[config.mk]
export PLATFORM = sky130hd
export DESIGN_NAME = rgbw_frame_decoder_flat
export DESIGN_NICKNAME = d
export VERILOG_FILES = /design/src/rtl/rgbw_frame_decoder_pkg.sv /design/src/rtl/rgbw_frame_decoder_if.sv /design/src/rtl/rgbw_frame_decoder_edge.sv /design/src/rtl/rgbw_frame_decoder.sv /design/src/flat_wrapper.sv
export SDC_FILE = /design/constraint.sdc
export NUM_CORES = 1
export LEC_CHECK = 0
export BUFFER_PORTS_ARGS = -buffer_cell sky130_fd_sc_hd__buf_4
export CAP_MARGIN = 20
export CORE_MARGIN = 5
export CORE_UTILIZATION = 45
export CTS_BUF_LIST = sky130_fd_sc_hd__clkbuf_16
export DETAILED_ROUTE_END_ITERATION = 8
export HOLD_SLACK_MARGIN = 0.02
export PLACE_DENSITY_LB_ADDON = 0.05
export REMOVE_ABC_BUFFERS = 1
export SETUP_SLACK_MARGIN = 0.15
export SLEW_MARGIN = 20
export SYNTH_ARGS = -nofsm -noshare
export SYNTH_HDL_FRONTEND = slang
export SYNTH_SLANG_ARGS = --single-unit
[constraint.sdc]
create_clock -name clk -period 4.35 [get_ports clk]
set_clock_uncertainty 0.2 [all_clocks]
set_input_delay 0.6525 -clock clk [delete_from_list [all_inputs] [get_ports clk]]
set_output_delay 0.6525 -clock clk [all_outputs]
set_load 0.01 [all_outputs]
[src/rtl/rgbw_frame_decoder_pkg.sv]
// rgbw_pkg: shared constants and types for the RGBW frame decoder.
//   - command byte codes and their data-byte counts
//   - FSM state encoding (CHK exists only when FRAME_CHECKSUM_EN is defined)
//   - cmd_len(): data-byte count for a command, 0 for an unknown command
package rgbw_pkg;

  localparam logic [7:0] CMD_SET_RGBW = 8'h01;
  localparam logic [7:0] CMD_SET_INT  = 8'h02;
  localparam logic [7:0] CMD_SET_ALL  = 8'h03;

  localparam logic [2:0] LEN_RGBW = 3'd4;
  localparam logic [2:0] LEN_INT  = 3'd1;
  localparam logic [2:0] LEN_ALL  = 3'd5;

  typedef enum logic [2:0] {
    IDLE    = 3'd0,
    DATA    = 3'd1,
`ifdef FRAME_CHECKSUM_EN
    CHK     = 3'd2,
`endif
    COMMIT  = 3'd3,
    DISCARD = 3'd4
  } state_t;

  function automatic logic [2:0] cmd_len(input logic [7:0] cmd);
    case (cmd)
      CMD_SET_RGBW: cmd_len = LEN_RGBW;
      CMD_SET_INT:  cmd_len = LEN_INT;
      CMD_SET_ALL:  cmd_len = LEN_ALL;
      default:      cmd_len = 3'd0;
    endcase
  endfunction

endpackage

[src/rtl/rgbw_frame_decoder_if.sv]
// rgbw_frame_decoder_if: byte stream from the SPI slave receiver.
//   cs        - chip select, active-low (high = bus idle)
//   byte_rdy  - byte-valid level, may be held for several cycles
//   byte_data - received byte, stable while byte_rdy is high
// master = SPI receiver side, slave = frame decoder side.
interface rgbw_frame_decoder_if;
  logic       cs;
  logic       byte_rdy;
  logic [7:0] byte_data;

  modport master (output cs, output byte_rdy, output byte_data);
  modport slave  (input  cs, input  byte_rdy, input  byte_data);
endinterface

[src/rtl/rgbw_frame_decoder_edge.sv]
// byte_edge_detect: turns the byte_rdy level into a one-cycle accept strobe
// on its rising edge so a held level consumes a byte only once.
//   clk, reset (sync, active-high), byte_rdy in; accept out.
module byte_edge_detect (
  input  logic clk,
  input  logic reset,
  input  logic byte_rdy,
  output logic accept
);
  logic rdy_q;

  always_ff @(posedge clk) begin
    if (reset) rdy_q <= 1'b0;
    else       rdy_q <= byte_rdy;
  end

  assign accept = byte_rdy & ~rdy_q;
endmodule

[src/rtl/rgbw_frame_decoder.sv]
// rgbw_frame_decoder: parses command frames from the SPI byte stream and
// drives the committed colour/intensity registers.
//   clk, reset           - clock, synchronous active-high reset
//   bus (slave modport)  - cs, byte_rdy, byte_data
//   red/green/blue/white - committed colour channels
//   intensity            - committed master intensity
//   update               - one-cycle pulse when outputs were committed
//   frame_err            - one-cycle pulse when a frame was discarded
// Build option: define FRAME_CHECKSUM_EN to require a trailing XOR byte.
//
// state   | meaning
// IDLE    | waiting for a command byte
// DATA    | collecting data bytes into shadow
// CHK     | waiting for the checksum byte (FRAME_CHECKSUM_EN only)
// COMMIT  | copy shadow to outputs, pulse update
// DISCARD | ignore bytes until cs goes high
module rgbw_frame_decoder
  import rgbw_pkg::*;
#(
  parameter int         TIMEOUT_CYCLES = 4096,
  parameter logic [7:0] INTENSITY_RST  = 8'hFF
) (
  input  logic                 clk,
  input  logic                 reset,
  rgbw_frame_decoder_if.slave  bus,
  output logic [7:0]           red,
  output logic [7:0]           green,
  output logic [7:0]           blue,
  output logic [7:0]           white,
  output logic [7:0]           intensity,
  output logic                 update,
  output logic                 frame_err
);
  localparam int GAP_W = $clog2(TIMEOUT_CYCLES);
  localparam logic [GAP_W-1:0] GAP_LAST = GAP_W'(TIMEOUT_CYCLES - 1);

  state_t           state, next_state;
  logic             accept, take;
  logic [7:0]       cmd_q;
  logic [2:0]       need, idx;
  logic [7:0]       shadow [5];
  logic [GAP_W-1:0] gap;
  logic             in_frame, last_byte, timeout;
  logic             commit_now, err_now;
  logic [2:0]       new_len;

  byte_edge_detect u_edge (
    .clk      (clk),
    .reset    (reset),
    .byte_rdy (bus.byte_rdy),
    .accept   (accept)
  );

  // cs high wins over a coincident byte edge
  assign take      = accept & ~bus.cs;
  assign new_len   = cmd_len(bus.byte_data);
  assign last_byte = (idx == need - 3'd1);

`ifdef FRAME_CHECKSUM_EN
  logic [7:0] csum;
  logic       csum_ok;
  assign csum_ok  = (bus.byte_data == csum);
  assign in_frame = (state == DATA) || (state == CHK);
`else
  assign in_frame = (state == DATA);
`endif

  // a byte arriving on the terminal count wins over the timeout
  assign timeout = in_frame && (gap == GAP_LAST) && !take;

  always_ff @(posedge clk) begin
    if (reset) state <= IDLE;
    else       state <= next_state;
  end

  always_comb begin
    next_state = state;
    if (bus.cs) begin
      next_state = IDLE;
    end else begin
      case (state)
        IDLE:    if (take) next_state = (new_len != 3'd0) ? DATA : DISCARD;
`ifdef FRAME_CHECKSUM_EN
        DATA:    if (take && last_byte) next_state = CHK;
                 else if (timeout)      next_state = IDLE;
        CHK:     if (take)              next_state = csum_ok ? COMMIT : DISCARD;
                 else if (timeout)      next_state = IDLE;
`else
        DATA:    if (take && last_byte) next_state = COMMIT;
                 else if (timeout)      next_state = IDLE;
`endif
        COMMIT:  next_state = IDLE;
        DISCARD: next_state = DISCARD;
        default: next_state = IDLE;
      endcase
    end
  end

  always_comb begin
    commit_now = (state == COMMIT) && !bus.cs;
    err_now    = 1'b0;
    if (bus.cs) begin
      err_now = in_frame;
    end else begin
      case (state)
        IDLE:    err_now = take && (new_len == 3'd0);
        DATA:    err_now = timeout;
`ifdef FRAME_CHECKSUM_EN
        CHK:     err_now = (take && !csum_ok) || timeout;
`endif
        default: err_now = 1'b0;
      endcase
    end
  end

  always_ff @(posedge clk) begin
    if (reset) begin
      red       <= 8'h00;
      green     <= 8'h00;
      blue      <= 8'h00;
      white     <= 8'h00;
      intensity <= INTENSITY_RST;
      update    <= 1'b0;
      frame_err <= 1'b0;
      cmd_q     <= 8'h00;
      need      <= 3'd0;
      idx       <= 3'd0;
      gap       <= '0;
      for (int i = 0; i < 5; i++) shadow[i] <= 8'h00;
`ifdef FRAME_CHECKSUM_EN
      csum      <= 8'h00;
`endif
    end else begin
      update    <= commit_now;
      frame_err <= err_now;

      if (state == IDLE && take && new_len != 3'd0) begin
        cmd_q <= bus.byte_data;
        need  <= new_len;
        idx   <= 3'd0;
`ifdef FRAME_CHECKSUM_EN
        csum  <= bus.byte_data;
`endif
      end

      if (state == DATA && take) begin
        shadow[idx] <= bus.byte_data;
        idx         <= idx + 3'd1;
`ifdef FRAME_CHECKSUM_EN
        csum        <= csum ^ bus.byte_data;
`endif
      end

      // saturating gap counter, live only inside a frame
      if (take || !in_frame) gap <= '0;
      else if (gap != GAP_LAST) gap <= gap + 1'b1;

      if (commit_now) begin
        case (cmd_q)
          CMD_SET_RGBW: begin
            red   <= shadow[0];
            green <= shadow[1];
            blue  <= shadow[2];
            white <= shadow[3];
          end
          CMD_SET_INT: intensity <= shadow[0];
          CMD_SET_ALL: begin
            red       <= shadow[0];
            green     <= shadow[1];
            blue      <= shadow[2];
            white     <= shadow[3];
            intensity <= shadow[4];
          end
          default: ;
        endcase
      end
    end
  end
endmodule

[src/flat_wrapper.sv]
// flat-port wrapper written by rule: the top's interface ports become plain ports
module rgbw_frame_decoder_flat import rgbw_pkg::*;
#(
  parameter int         TIMEOUT_CYCLES = 4096,
  parameter logic [7:0] INTENSITY_RST  = 8'hFF
)
  (clk, reset, red, green, blue, white, intensity, update, frame_err, bus_cs, bus_byte_rdy, bus_byte_data);
  rgbw_frame_decoder_if bus_i ();
  input  logic clk;
  input  logic reset;
  output logic [7:0] red;
  output logic [7:0] green;
  output logic [7:0] blue;
  output logic [7:0] white;
  output logic [7:0] intensity;
  output logic update;
  output logic frame_err;
  input wire logic [$bits(bus_i.cs)-1:0] bus_cs;
  input wire logic [$bits(bus_i.byte_rdy)-1:0] bus_byte_rdy;
  input wire logic [$bits(bus_i.byte_data)-1:0] bus_byte_data;
  assign bus_i.cs = bus_cs;
  assign bus_i.byte_rdy = bus_byte_rdy;
  assign bus_i.byte_data = bus_byte_data;
  rgbw_frame_decoder #(.TIMEOUT_CYCLES(TIMEOUT_CYCLES), .INTENSITY_RST(INTENSITY_RST)) u_core (.clk(clk), .reset(reset), .bus(bus_i), .red(red), .green(green), .blue(blue), .white(white), .intensity(intensity), .update(update), .frame_err(frame_err));
endmodule
=== Yosys cells after proc, flatten, opt, wreduce, memory -nomap -nowiden ===
Memories as Yosys holds them, arrays and structs flattened. A register that Yosys moved wholly into a read port is not among the register bits.
Cells that the tools add are included.
Widths: inputs -> output; s select.

* Bitwise logic cells: 4
* Reductions and logical operators: 24
* Mux-type cells: 19
* Add/subtract/negate cells: 3
* Equality and inequality tests: 14

{| class="wikitable"
|+ Operator list
! cell !! number
|-
| $eq 8x2->1 const B || 4
|-
| $mux 3 || 7
|-
| $pmux 3 s3 || 2
|-
| $eq 8x1->1 const B || 2
|-
| $pmux 8 s2 || 1
|-
| $add 12x1->12 const B || 1
|-
| $eq 12x12->1 const B || 1
|-
| $ne 12x12->1 const B || 1
|-
| $logic_and 1x1->1 || 8
|-
| $mux 8 || 1
|-
| $reduce_or 8->1 || 1
|-
| $mux 1 || 7
|-
| $logic_not 3->1 || 2
|-
| $reduce_and 2->1 || 3
|-
| $reduce_or 2->1 || 3
|-
| $reduce_bool 2->1 || 2
|-
| $add 3x1->3 const B || 1
|-
| $eq 3x1->1 const B || 1
|-
| $eq 3x2->1 const B || 1
|-
| $eq 3x3->1 || 1
|-
| $eq 3x3->1 const B || 1
|-
| $logic_not 1->1 || 3
|-
| $ne 3x3->1 const B || 1
|-
| $reduce_bool 3->1 || 1
|-
| 6 further kinds || 8
|}

* Memories kept: 1
* Register bits after elaboration: 48
* Bits in writable memories: 40
* Word-level logic and storage cells: 75

{| class="wikitable"
|+ Memory list
! name !! depth !! bits a word !! rd ports !! clocked after memory_dff !! write ports !! line !! text
|-
| u_core.shadow || 5 || 8 || 5 || 3 || 5 || rgbw_frame_decoder.sv:41 || <nowiki>logic [7:0] shadow [5];</nowiki>
|}

=== Depth between registers and ports, before layout ===
* Word-level depth: 9
* Gate-level depth with buffers: 6
* Gate-level depth less buffers: 5

=== Modules after synthesis ===
Synthesis repeated with hierarchy kept, for this count alone.

* Cells, all modules: 376
* Area, all modules: 4416.7 µm²

{| class="wikitable"
|+ By module, submodules not included
! module !! instances !! cells an instance !! seq. area each (µm²) !! area each (µm²)
|-
| rgbw_frame_decoder || 1 || 373 || 2602.5 || 4369.2
|-
| byte_edge_detect || 1 || 3 || 20.0 || 47.5
|}

=== Worst setup path before layout ===
OpenSTA, ideal clock, no wires.

* Kind: input port to flip-flop
* Start point: input port bus_cs
* End point: memory u_core.shadow[2][0], enable pin
* Path buffers: 0
* Data required time: 3821 ps
* Setup time: 329 ps
* Setup slack: 1966 ps
* Cell stages on the path: 4
* Arrival: 1855 ps
* Cells stage by stage: nor4b_4 -> nand3_4 -> nor3b_4 -> or2_1

{| class="wikitable"
|+ RTL lines
! item !! line !! text
|-
| start, declared || flat_wrapper.sv:18 || <nowiki>input wire logic [$bits(bus_i.cs)-1:0] bus_cs;</nowiki>
|-
| end, declared || rgbw_frame_decoder.sv:41 ||
|}

=== Final worst setup path ===
* Start point: register u_core.cmd_q[4]
* End point: register u_core.red[1], in the netlist red[1]

* Longest elaborated chain between the ends: 3

{| class="wikitable"
|+ RTL lines
! item !! line !! text
|-
| start, declared || rgbw_frame_decoder.sv:39 || <nowiki>logic [7:0] cmd_q;</nowiki>
|-
| start signal, assigned || rgbw_frame_decoder.sv:138 || <nowiki>cmd_q <= bus.byte_data;</nowiki>
|-
| $eq 8x1->1 / $eq 8x2->1 (equally long branches) || rgbw_frame_decoder.sv:159 || <nowiki>case (cmd_q)</nowiki>
|-
| $reduce_or 2->1 (no source line) * || n/a ||
|-
| $reduce_and 2->1 (no source line) * || n/a ||
|-
| end signal, assigned || rgbw_frame_decoder.sv:161 || <nowiki>red <= shadow[0];</nowiki>
|-
| end signal, assigned || rgbw_frame_decoder.sv:168 || <nowiki>red <= shadow[0];</nowiki>
|-
| end, declared || rgbw_frame_decoder.sv:26 || <nowiki>output logic [7:0] red,</nowiki>
|}

Mark *: on every way between the ends. The rest lies on a longest branch, timed or not.
A chain may end at the register's enable or synchronous reset.

==> flow_summary.yaml <==
status:
  status: "complete, no violations"
grt:
  grt_usage: 0.158
  grt_pass1_vias: 2826
  grt.overflow.total: 0
  antenna_found_initial: 0
  grt_max_degree: 53
  grt_pass1_wl_mm: 14.6
floorplan:
  die_y_um: 110
  io_pins: 54
  coreArea_mm2: 0.00977
  die_w_um: 110
  rows: 36
  start_util: 0.461
  die_area_mm2: 0.0121
cts:
  ctsHtreeMaxLevel: 3
  cts.clk_slew.worst_paths_ps: 70
  root_buffer: "clkbuf_16"
  hold_buffers: 0
  cts_sinks: 111
  numCtsBuffers: 9
  post_cts_resized: 0
  worstSkewPairLatency_ps: 350
  cts_tree: "built"
  cts_setup_buffers: 0
  clk_path_buf_depth: 2
placed_design:
  hpwl_mm: 6.15
  dp_cells: 560
  gp_congestion: 0.790
  io_buffers: 53
power:
  pwr-share-clk: 0.405
  p_int_mw: 1.50
  p_switching_mw: 0.425
  power_density_mw_per_mm2: 363
  p_comb_frac: 0.028
  swShare: 0.221
  ir_drop_mv: 0.233
  p_leak_nw: 2.24
  power.share.sequential: 0.567
  fin_total_pwr_mw: 1.93
layout:
  layout_commonest_cell: "dfxtp_1"
  drive_gt1_frac: 0.196
  layout_common_cells: "dfxtp_1, buf_4, and2_1, nor2_1, mux2i_1"
  instances_no_fill: 576
  final_nets: 452
  syn_to_final_growth_pct: 17.8
  insertedDiodeCount: 0
timing:
  rsz0062_at_grt: "no"
  worst_pin_slew_ps: 1000
  fin_setup_tns_ps: 0
  finalCritPeriodShare: 0.615
  hold_violations: 0
  fmax_mhz: 374
  finalSetupViolCount: 0
  slew_viol_final: 0
  slew_headroom: 0.329
  period_needed_ps: 2670
detailed_routing:
  drt-pass1-iter-count: 4
  ant_nets: 0
  totalWireLength_mm: 8.88
  num_vias: 2927
  route.detailed.wl_per_inst_um: 15.4
  drt_iter0_drc: 108
  viasPerCell: 5.08
  drc_errors: 0
worst_setup_path:
  crit_path_max_fanout: 20
  crit_path_start_kind: "register"
  critPathArrivalTime_ps: 2700
  path_cells: "nor4_1, nand4_1, buf_12, mux2i_1, nor2_1"
  max_stage_delay_ps: 870
  criticalPathCategory: "reg2reg"
  cp_slowest_cell: "nand4_1"
  end_kind: "register"
  crit_required_ps: 4370
  r2r_setup_slack_ps: 1680
yosys:
  yosys.cell_types.count: 56
  syn_area_mm2: 0.00451
  synthArstFlopShare: 0
  ys_seq_area_frac: 0.582
  synthFlopType: "dfxtp_1"
  syn_area_per_cell_um2: 11.6
  synthCells: 387
  yosysWarnings: 0
  synth_edf_count: 40
  synth_seq_cells: 111
min_path:
  hp-class: "reg2reg"
flow_run:
  cap_violations: 0
==> worst paths after layout <==
path / from / cells after the start / endpoint
setup / recovery: u_core.cmd_q[4] / 5 / red[1]
hold / removal: u_core.cmd_q[6] / 1 / u_core.cmd_q[6]
setup reg to reg: u_core.cmd_q[4] / 5 / red[1]
hold reg to reg: u_core.cmd_q[6] / 1 / u_core.cmd_q[6]
==> area by class of cell <==
cell class / count / area (µm²)
Multi-Input combinational cell: 260 / 1810
Inverter: 2 / 7.51
Clock buffer: 9 / 225
Sequential cell: 111 / 2620
Fill cell: 866 / 4470
Tap cell: 133 / 166
Timing Repair Buffer: 54 / 418
Clock inverter: 7 / 60.1
==> layer usage <==
metal / global-route usage / up-vias / wire (µm)
met5: 0 / - / 0
met3: 0.0390 / 9 / 303
li1: - / 1486 / -
met1: 0.216 / 1391 / 4300
met2: 0.249 / 41 / 4170
met4: 0.0454 / 0 / 97
==> cells by family (layout without fill, tap and decap cells) <==
family / after synthesis / after routing / share of synthesized area
AOI/OAI and AO/OA: 41 / 41 / 0.0653
xor gates and xnor gates: 7 / 7 / 0.0136
adders and majority gates: 2 / 2 / 0.00555
muxes: 41 / 41 / 0.0911
DFF: 111 / 111 / 0.582
and+or+nand+nor: 169 / 169 / 0.226
buffers and inverters: 16 / 72 / 0.0169
==> synth_stat cells, types with 2 or more instances <==
cell       instances  area share
dfxtp_1           71        0.32
and2_1            50       0.069
nor2_1            47       0.039
mux2i_1           41       0.091
edfxtp_1          40        0.27
nand3_1           14       0.016
a21oi_1            9       0.010
a2bb2oi_1          8       0.016
clkbuf_1           7      0.0058
nand2_1            6      0.0050
nor3_1             6      0.0067
o21ai_0            6      0.0067
or2_2              6      0.0083
and3_1             5      0.0069
buf_2              4      0.0044
nand2b_1           4      0.0056
xor2_1             4      0.0078
buf_4              3      0.0050
nand4_1            3      0.0042
nor2b_1            3      0.0042
nor4_1             3      0.0042
xnor2_1            3      0.0058
a211oi_1           2      0.0033
a31oi_1            2      0.0028
and4_1             2      0.0039
ha_1               2      0.0056
inv_1              2      0.0017
nor3b_4            2      0.0083
o211a_1            2      0.0044
o211ai_1           2      0.0033
o2bb2ai_1          2      0.0039
o311ai_0           2      0.0039
==> stage by stage <==
stage                util  cell area [µm²]  setup WS, ps  hold slack (ps)
floorplan               -             4440          1250              230
global placement    0.514             5020          1350              244
detailed placement  0.514             5020          1360              246
CTS                 0.543             5310          1660              265
global route        0.543             5310          1420              289
finish              0.543             5310          1680              261
==> critical path, delay by kind of cell (launching register included) <==
kind	cells	cell delay [ps]
buffers and inverters	1	490
flip-flops	1	310
multiplexers	1	170
AND/OR/NAND/NOR	3	1370
==> power by group through the flow <==
stage	registers (mW)	logic (mW)	clock network (mW)
2_1_floorplan	1.11	0.0230	0
3_3_place_gp	1.12	0.0542	0
3_5_place_dp	1.12	0.0548	0
4_1_cts	1.09	0.0548	0.805
5_1_grt	1.09	0.0591	0.845
6_report	1.09	0.0535	0.780
==> registers in the layout, indices dropped and copies added (netlist names), 2 cells and up <==
register and flops:
blue 8, green 8, red 8, u_core.cmd_q 8
u_core.gap 12, u_core.idx 3, u_core.intensity 8, u_core.need 2
u_core.shadow 40, u_core.state 3, white 8
Note: power is estimated with default switching activity, not from simulation.
